**src/rtl/pattern_pkg.sv**
```systemverilog
// Shared character constants and source FSM encoding for the "boab" pattern pair.
package pattern_pkg;

  localparam logic [7:0] CH_B = 8'h62;
  localparam logic [7:0] CH_O = 8'h6F;
  localparam logic [7:0] CH_A = 8'h61;

  typedef enum logic [3:0] {
    IDLE = 4'd0,
    GAP  = 4'd1,
    B0   = 4'd2,
    O    = 4'd3,
    A    = 4'd4,
    B1   = 4'd5,
    WAIT = 4'd6,
    ACK  = 4'd7
  } src_state_t;

endpackage

```
**src/rtl/pattern_stream_source.sv**
```systemverilog
// Frame generator for the "boab" detector: filler gap, pattern, terminator,
// then waits for found_pattern and tallies passes and timeouts.
module pattern_stream_source
  import pattern_pkg::*;
#(
  parameter int unsigned TIMEOUT   = 8,
  parameter logic [7:0]  IDLE_BYTE = 8'h00,
  parameter logic [7:0]  SUB_BYTE  = 8'h2E
) (
  input  logic       clk,
  input  logic       reset_sync_n,
  input  logic       start,
  input  logic [7:0] reps,
  input  logic [7:0] gap_len,
  input  logic [7:0] filler,
  input  logic       ack_mode,
  input  logic       found_pattern,
  output logic [7:0] data,
  output logic       ack,
  output logic       busy,
  output logic       done,
  output logic [7:0] pass_cnt,
  output logic [7:0] fail_cnt
);

  localparam int unsigned TIMER_W = (TIMEOUT > 2) ? $clog2(TIMEOUT) : 1;
  localparam logic [TIMER_W-1:0] TIMER_LAST = TIMER_W'(TIMEOUT - 1);

  src_state_t state, state_nxt;

  logic [7:0]         frames_left;
  logic [7:0]         gap_len_q;
  logic [7:0]         gap_cnt;
  logic [7:0]         filler_q;
  logic               ack_mode_q;
  logic [TIMER_W-1:0] timer;

  logic [7:0] data_d;
  logic       ack_d;
  logic       busy_d;
  logic       done_d;

  logic       accept;
  logic [7:0] filler_sub;
  logic [7:0] fill_eff;
  logic       am_eff;
  logic       gap_nonzero;
  logic       last_gap;
  logic       timeout_hit;

  // In IDLE the latched copies are not yet valid, so the first frame uses the live inputs.
  assign accept      = (state == IDLE) && start;
  assign filler_sub  = (filler == CH_B) ? SUB_BYTE : filler;
  assign fill_eff    = (state == IDLE) ? filler_sub : filler_q;
  assign am_eff      = (state == IDLE) ? ack_mode : ack_mode_q;
  assign gap_nonzero = (state == IDLE) ? (gap_len != 8'd0) : (gap_len_q != 8'd0);
  assign last_gap    = (gap_cnt == (gap_len_q - 8'd1));
  assign timeout_hit = (timer == TIMER_LAST);

  always_ff @(posedge clk) begin
    if (!reset_sync_n) state <= IDLE;
    else               state <= state_nxt;
  end

  always_comb begin
    state_nxt = state;
    unique case (state)
      IDLE: if (start && (reps != 8'd0)) state_nxt = gap_nonzero ? GAP : B0;
      GAP:  if (last_gap) state_nxt = B0;
      B0:   state_nxt = O;
      O:    state_nxt = A;
      A:    state_nxt = B1;
      B1:   state_nxt = WAIT;
      WAIT: if (found_pattern || timeout_hit) state_nxt = ACK;
      ACK:  begin
        if (frames_left == 8'd1) state_nxt = IDLE;
        else                     state_nxt = gap_nonzero ? GAP : B0;
      end
      default: state_nxt = IDLE;
    endcase
  end

  // Output values are decoded from the upcoming state and registered below.
  always_comb begin
    data_d = IDLE_BYTE;
    ack_d  = 1'b0;
    busy_d = (state_nxt != IDLE);
    done_d = (accept && (reps == 8'd0)) || ((state == ACK) && (state_nxt == IDLE));
    unique case (state_nxt)
      GAP:  data_d = fill_eff;
      B0:   data_d = CH_B;
      O:    data_d = CH_O;
      A:    data_d = CH_A;
      B1:   begin data_d = CH_B;     ack_d = am_eff;  end
      WAIT: begin data_d = fill_eff; ack_d = am_eff;  end
      ACK:  begin data_d = fill_eff; ack_d = ~am_eff; end
      default: ;
    endcase
  end

  always_ff @(posedge clk) begin
    if (!reset_sync_n) begin
      data        <= IDLE_BYTE;
      ack         <= 1'b0;
      busy        <= 1'b0;
      done        <= 1'b0;
      pass_cnt    <= 8'd0;
      fail_cnt    <= 8'd0;
      frames_left <= 8'd0;
      gap_len_q   <= 8'd0;
      gap_cnt     <= 8'd0;
      filler_q    <= 8'd0;
      ack_mode_q  <= 1'b0;
      timer       <= '0;
    end else begin
      data <= data_d;
      ack  <= ack_d;
      busy <= busy_d;
      done <= done_d;

      if (accept) begin
        frames_left <= reps;
        gap_len_q   <= gap_len;
        filler_q    <= filler_sub;
        ack_mode_q  <= ack_mode;
        pass_cnt    <= 8'd0;
        fail_cnt    <= 8'd0;
      end

      if ((state_nxt == GAP) && (state != GAP)) gap_cnt <= 8'd0;
      else if (state == GAP)                    gap_cnt <= gap_cnt + 8'd1;

      if (state == WAIT) timer <= timer + TIMER_W'(1);
      else               timer <= '0;

      if (state == WAIT) begin
        if (found_pattern) begin
          if (pass_cnt != 8'hFF) pass_cnt <= pass_cnt + 8'd1;
        end else if (timeout_hit) begin
          if (fail_cnt != 8'hFF) fail_cnt <= fail_cnt + 8'd1;
        end
      end

      if (state == ACK) frames_left <= frames_left - 8'd1;
    end
  end

endmodule

```
**config.mk**
```make
export PLATFORM = sky130hd
export DESIGN_NAME = pattern_stream_source
export DESIGN_NICKNAME = d
export VERILOG_FILES = /design/src/rtl/pattern_pkg.sv /design/src/rtl/pattern_stream_source.sv
export SDC_FILE = /design/constraint.sdc
export NUM_CORES = 1
export LEC_CHECK = 0
export ABC_CLOCK_PERIOD_IN_PS = 3200
export BUFFER_PORTS_ARGS = -buffer_cell sky130_fd_sc_hd__buf_2
export CORE_MARGIN = 2
export CORE_UTILIZATION = 56
export DETAILED_ROUTE_END_ITERATION = 7
export MAX_ROUTING_LAYER = met4
export PLACE_DENSITY = 0.81
export REMOVE_ABC_BUFFERS = 1
export SKIP_CTS_REPAIR_TIMING = 1
export SYNTH_ARGS = -nofsm -noshare
export SYNTH_HDL_FRONTEND = slang
export SYNTH_SLANG_ARGS = --single-unit
```
**constraint.sdc**
```tcl
create_clock -name clk -period 3.2 [get_ports clk]
set_input_delay 0.64 -clock clk [delete_from_list [all_inputs] [get_ports clk]]
set_output_delay 0.64 -clock clk [all_outputs]
set_load 0.01 [all_outputs]
```
==> Word level (Yosys, flattened, before mapping) <==
Cells that the tools add are included.
{ "totals": {"reg_bits": 67, "inputBits": 29, "out_inout_bits": 27, "word_cells": 85} }
{ "classes": {"addsub": 6, "n_eq_ne": 21, "mux": 23, "bitwise": 2, "reduce_logical": 20} }
{ "op_table": {"columns": ["op", "n"], "rows": [
  ["$mux W8", 13],
  ["$eq A4 B3 Y1 const B", 8],
  ["$pmux W4 S8", 1],
  ["$pmux W8 S4", 1],
  ["$add A8 B1 Y8 const B", 3],
  ["$reduce_bool A8 Y1", 3],
  ["$eq A4 B2 Y1 const B", 4],
  ["$ne A8 B8 Y1 const B", 2],
  ["$sub A8 B1 Y8 const B", 2],
  ["$mux W4", 3],
  ["$eq A4 B1 Y1 const B", 2],
  ["$eq A8 B1 Y1 const B", 1],
  ["$eq A8 B7 Y1 const B", 1],
  ["$eq A8 B8 Y1", 1],
  ["$logic_not A4 Y1", 2],
  ["$logic_not A8 Y1", 1],
  ["$reduce_or A2 Y1", 3],
  ["$logic_and A1 B1 Y1", 5],
  ["$mux W2", 2],
  ["$ne A4 B1 Y1 const B", 1],
  ["$reduce_bool A4 Y1", 1],
  ["$add A3 B1 Y3 const B", 1],
  ["$eq A3 B3 Y1 const B", 1],
  ["$reduce_or A3 Y1", 1],
  ["other kinds (6)", 9]
]} }

==> Logic depth before layout (Yosys ltp) <==
{ "depth": {"ltp_word": 8, "depth_mapped": 11, "ltp_nobuf": 10} }

==> Worst setup path after synthesis <==
Ideal clock, no wire load.
{ "synth_path": {"path_type": "register -> register", "startpoint": "register gap_len_q[0]", "endpoint": "register data[5]", "setup_time_ns": 0.133, "arrival_ns": 2.300, "t_required_ns": 3.067, "setup_slack_ns": 0.768, "stages_incl_launch_ff": 10, "n_path_buf": 1, "period_less_slack_ns": 2.432, "cell_sequence": "dfxtp_1 > inv_1 > ha_1 > nor3b_1 > or3b_2 > a2111o_1 > and2_1 > buf_6 > a21oi_4 > o31ai_1"} }
{ "synth_between": {"elab_chain_cells": 8, "word_cells_on_any_way": 19, "cone_classes": "add/sub (1); eq/ne (8); mux (7); reduce/logical (3)"} }
{ "synth_lines": {"columns": ["element", "line_no", "rtl"], "rows": [
  ["start: declaration", "pattern_stream_source.sv:32", "logic [7:0] gap_len_q;"],
  ["start signal: assignment", "pattern_stream_source.sv:123", "gap_len_q <= gap_len;"],
  ["parallel branches: the longest is 4 deep, another holds $sub A8 B1 Y8", null, null],
  ["$pmux W4 S8 *", "pattern_stream_source.sv:67", "unique case (state)"],
  ["$eq A4 B1 Y1 (tied with other cells)", "pattern_stream_source.sv:89", "unique case (state_nxt)"],
  ["$reduce_or A3 Y1 (no source line) or $reduce_or A2 Y1 (tied branches)", null, null],
  ["$pmux W8 S4 *", "pattern_stream_source.sv:89", null],
  ["end signal: assignment", "pattern_stream_source.sv:116", "data <= data_d;"],
  ["end: declaration", "pattern_stream_source.sv:18", "output logic [7:0] data,"]
]} }
Every way passes the cells marked *.
A chain may end at the register's enable or synchronous reset.

==> Final worst setup path <==
{ "layout_path": {"startpoint": "register gap_len_q[0]", "endpoint": "register data[1]"} }
Same word-level chain as after synthesis.

==> flow_summary.json <==
{
  "synth-xor-area-share_pct": 6.28,
  "die_w_um": 82.9,
  "start_kind": "flip-flop",
  "worstPathArrival_ns": 2.91,
  "synthAdderAreaFrac_pct": 3.23,
  "wl_per_cell_um": 14.3,
  "grt_pass1_vias": 3051,
  "synth_common_cells": "67 x dfxtp_1, 60 x nor2_1, 53 x nand2_1",
  "postRouteWirelength_mm": 8.00,
  "met2_length_mm": 3.89,
  "ctsHtreeMaxLevel": 3,
  "start_util_pct": 58.5,
  "yosys_warnings": 0,
  "placed_area_um2": 3790,
  "grt_start_max_net_pins": 38,
  "synth-compound-area-share_pct": 17.1,
  "slew_headroom_pct": 53.1,
  "drc": 0,
  "total_power_mw": 1.80,
  "core_um2": 5960,
  "period_share_pct": 82.8,
  "seqCellArea_um2": 1340,
  "maxCapViolCount": 0,
  "fmax_ghz": 0.377,
  "met3WireLength_um": 460,
  "cts_tree": "yes",
  "cts_buffers": 9,
  "antenna_cells": 0,
  "grt_setup_unrepaired": "false",
  "path_cells": "inv_1 -> ha_1 -> nor3b_1 -> or3b_2 -> a2111o_1 -> a21oi_1 -> a21oi_4 -> o31ai_1",
  "synth-seq-cells": 67,
  "synth-main-ff-cell": "dfxtp_1",
  "drt_iter0_markers": 161,
  "slew_violations": 0,
  "cts_root_buf": "clkbuf_8",
  "finalNonFillerCells": 561,
  "cp_top_family": "compound AO/OA/AOI/OAI gates",
  "fin_area_um2": 4000,
  "syn_area_um2": 3480,
  "synth_simple_gate_area_share_pct": 28.4,
  "clk_pin_slew_worst_paths_ns": 0.07,
  "clock_sinks": 67,
  "fin_skew_ns": 0.00739,
  "num_vias": 3266,
  "tightest_slew_ns": 0.703,
  "vdd_ir_drop_max_mv": 0.319,
  "yosysTopAreaCellShare_pct": 38.5,
  "maxUsedRoutingLayer": "met4",
  "num_rows": 28,
  "synth_edf_count": 0,
  "synth_cell_types": 58,
  "hold_violations": 0,
  "die_y_um": 82.9,
  "place_hpwl_mm": 5.74,
  "cp_slowest_cell": "a2111o_1",
  "drive_gt1_share_pct": 18.1,
  "place_congestion": 0.855,
  "antenna_found_initial": 0,
  "holdWs_ns": 0.423,
  "synth_top_area_cell": "dfxtp_1",
  "hold_path.class": "reg2reg",
  "syn_area_per_cell_um2": 8.10,
  "grt_pass1_wl_mm": 13.7,
  "p_leak_nw": 1.65,
  "avgViaCountPerCell": 5.82,
  "grtUsageTotal_pct": 24.8,
  "clockBufferDepth": 2,
  "min_period_ns": 2.65,
  "synthMuxAreaShare_pct": 2.59,
  "cp.required_ns": 3.46,
  "worst-setup-path-type": "reg2reg",
  "ys_seq_area_share_pct": 38.5,
  "gr-total-overflow": 0,
  "syn_inst": 430,
  "portBuffers": 55,
  "met1Wirelength_mm": 3.48,
  "dieArea_um2": 6870,
  "drtAntennaViolNets": 0,
  "fillers": 518,
  "status": "finished, final reports clean",
  "power_density_nw_per_um2": 450,
  "io_pins": 56,
  "area.growth.synth_to_final_pct": 14.9,
  "cp_num_buf_inv": 1,
  "cp_slowest_stage_delay_ns": 0.50,
  "dp.cells": 545,
  "setup_viol": 0,
  "yosysMostFrequentCell": "dfxtp_1",
  "end_kind": "flip-flop",
  "synth_top_family_by_area": "simple AND/OR/NAND/NOR gates",
  "detail_route.first_pass.iterations": 4,
  "tns_ns": 0,
  "multi_input_area_um2": 2010,
  "async_reset_ff_share_pct": 0,
  "yosys-top-cells-area": "dfxtp_1 38%, a21oi_1 6.6%, nor2_1 6.5%",
  "nNetsFinal": 519,
  "clock_latency_ns": 0.35,
  "critPathMaxFanout": 6
}
## through the flow
step | setup slack (ns) | util, %
6_report | 0.550 | 67.2
5_1_grt | 0.321 | 67.2
4_1_cts | 0.535 | 67.2
3_5_place_dp | 0.468 | 63.6
3_3_place_gp | 0.598 | 63.6
2_1_floorplan | 0.791 | -
## state kept, by name, indices dropped and copies added (netlist names)
name	cells
gap_len_q	8
gap_cnt	8
ack	1
done	1
data	8
filler_q	8
pass_cnt	8
fail_cnt	8
ack_mode_q	1
state	4
timer	3
frames_left	8
busy	1
## worst register-to-register path: cells and delay by family, from the launching register on
family,cells,cell delay (ns)
buffers and inverters,1,0.10
flip-flops,1,0.35
adder cells (fa/ha/maj),1,0.21
AND/OR/NAND/NOR,2,0.77
AO/OA/AOI/OAI,4,1.11
## per-layer routing
metal,vias to the layer above,track usage [%]
met5,-,-
met4,0,7.90
met3,17,7.95
met2,80,40.6
met1,1547,29.0
li1,1622,-
## final timing paths
kind                      from        to  slack [ns]  cells after the start
setup reg to reg  gap_len_q[0]   data[1]        0.55                      8
hold reg to reg       timer[0]  timer[0]        0.42                      1
setup / recovery  gap_len_q[0]   data[1]        0.55                      8
hold / removal        timer[0]  timer[0]        0.42                      1
## layout make-up
| class | instances | share of cell area, % |
|---|---|---|
| repair buffers | 60 | 7.81 |
| clock buffers | 12 | 4.13 |
| flip-flops and latches | 67 | 33.5 |
| multi-input cells | 334 | 50.2 |
| clock inverters | 4 | 1.19 |
| well taps | 75 | 2.34 |
| inverters | 9 | 0.844 |
## cell families (layout without fill, tap and decap cells)
| kind of cell | count (synthesis) | in the layout |
|---|---|---|
| AND/OR/NAND/NOR | 195 | 195 |
| AO/OA/AOI/OAI | 95 | 95 |
| flip-flops | 67 | 67 |
| buffers and inverters | 29 | 85 |
| XOR/XNOR | 25 | 25 |
| adder cells (fa/ha/maj) | 9 | 9 |
| multiplexers | 9 | 9 |
| other | 1 | 1 |
## report_power, final
group	internal, mW	leakage, nW	total (mW)	switching [mW]
clock network	0.421	0.108	0.745	0.324
logic	0.0755	0.993	0.180	0.104
registers	0.854	0.543	0.876	0.0225
total	1.35	1.65	1.80	0.451
## cells in the final DEF (no fill, tap or decap), drive strengths merged, types with 3 or more instances in the layout
| cell | count |
|---|---|
| xor2 | 14 |
| nand4 | 7 |
| a211oi | 4 |
| o31ai | 4 |
| o21ai | 17 |
| a21oi | 47 |
| xnor2 | 11 |
| ha | 9 |
| or3 | 6 |
| nor3b | 3 |
| inv | 9 |
| nand3b | 3 |
| clkbuf | 12 |
| mux2i | 9 |
| nor3 | 11 |
| a31oi | 5 |
| or4 | 3 |
| and2 | 3 |
| nor4 | 9 |
| nand2 | 54 |
| and3 | 7 |
| nor2 | 61 |
| buf | 60 |
| o211ai | 4 |
| nand2b | 6 |
| dfxtp | 67 |
| nand3 | 12 |
(Power assumes the default switching activity.)
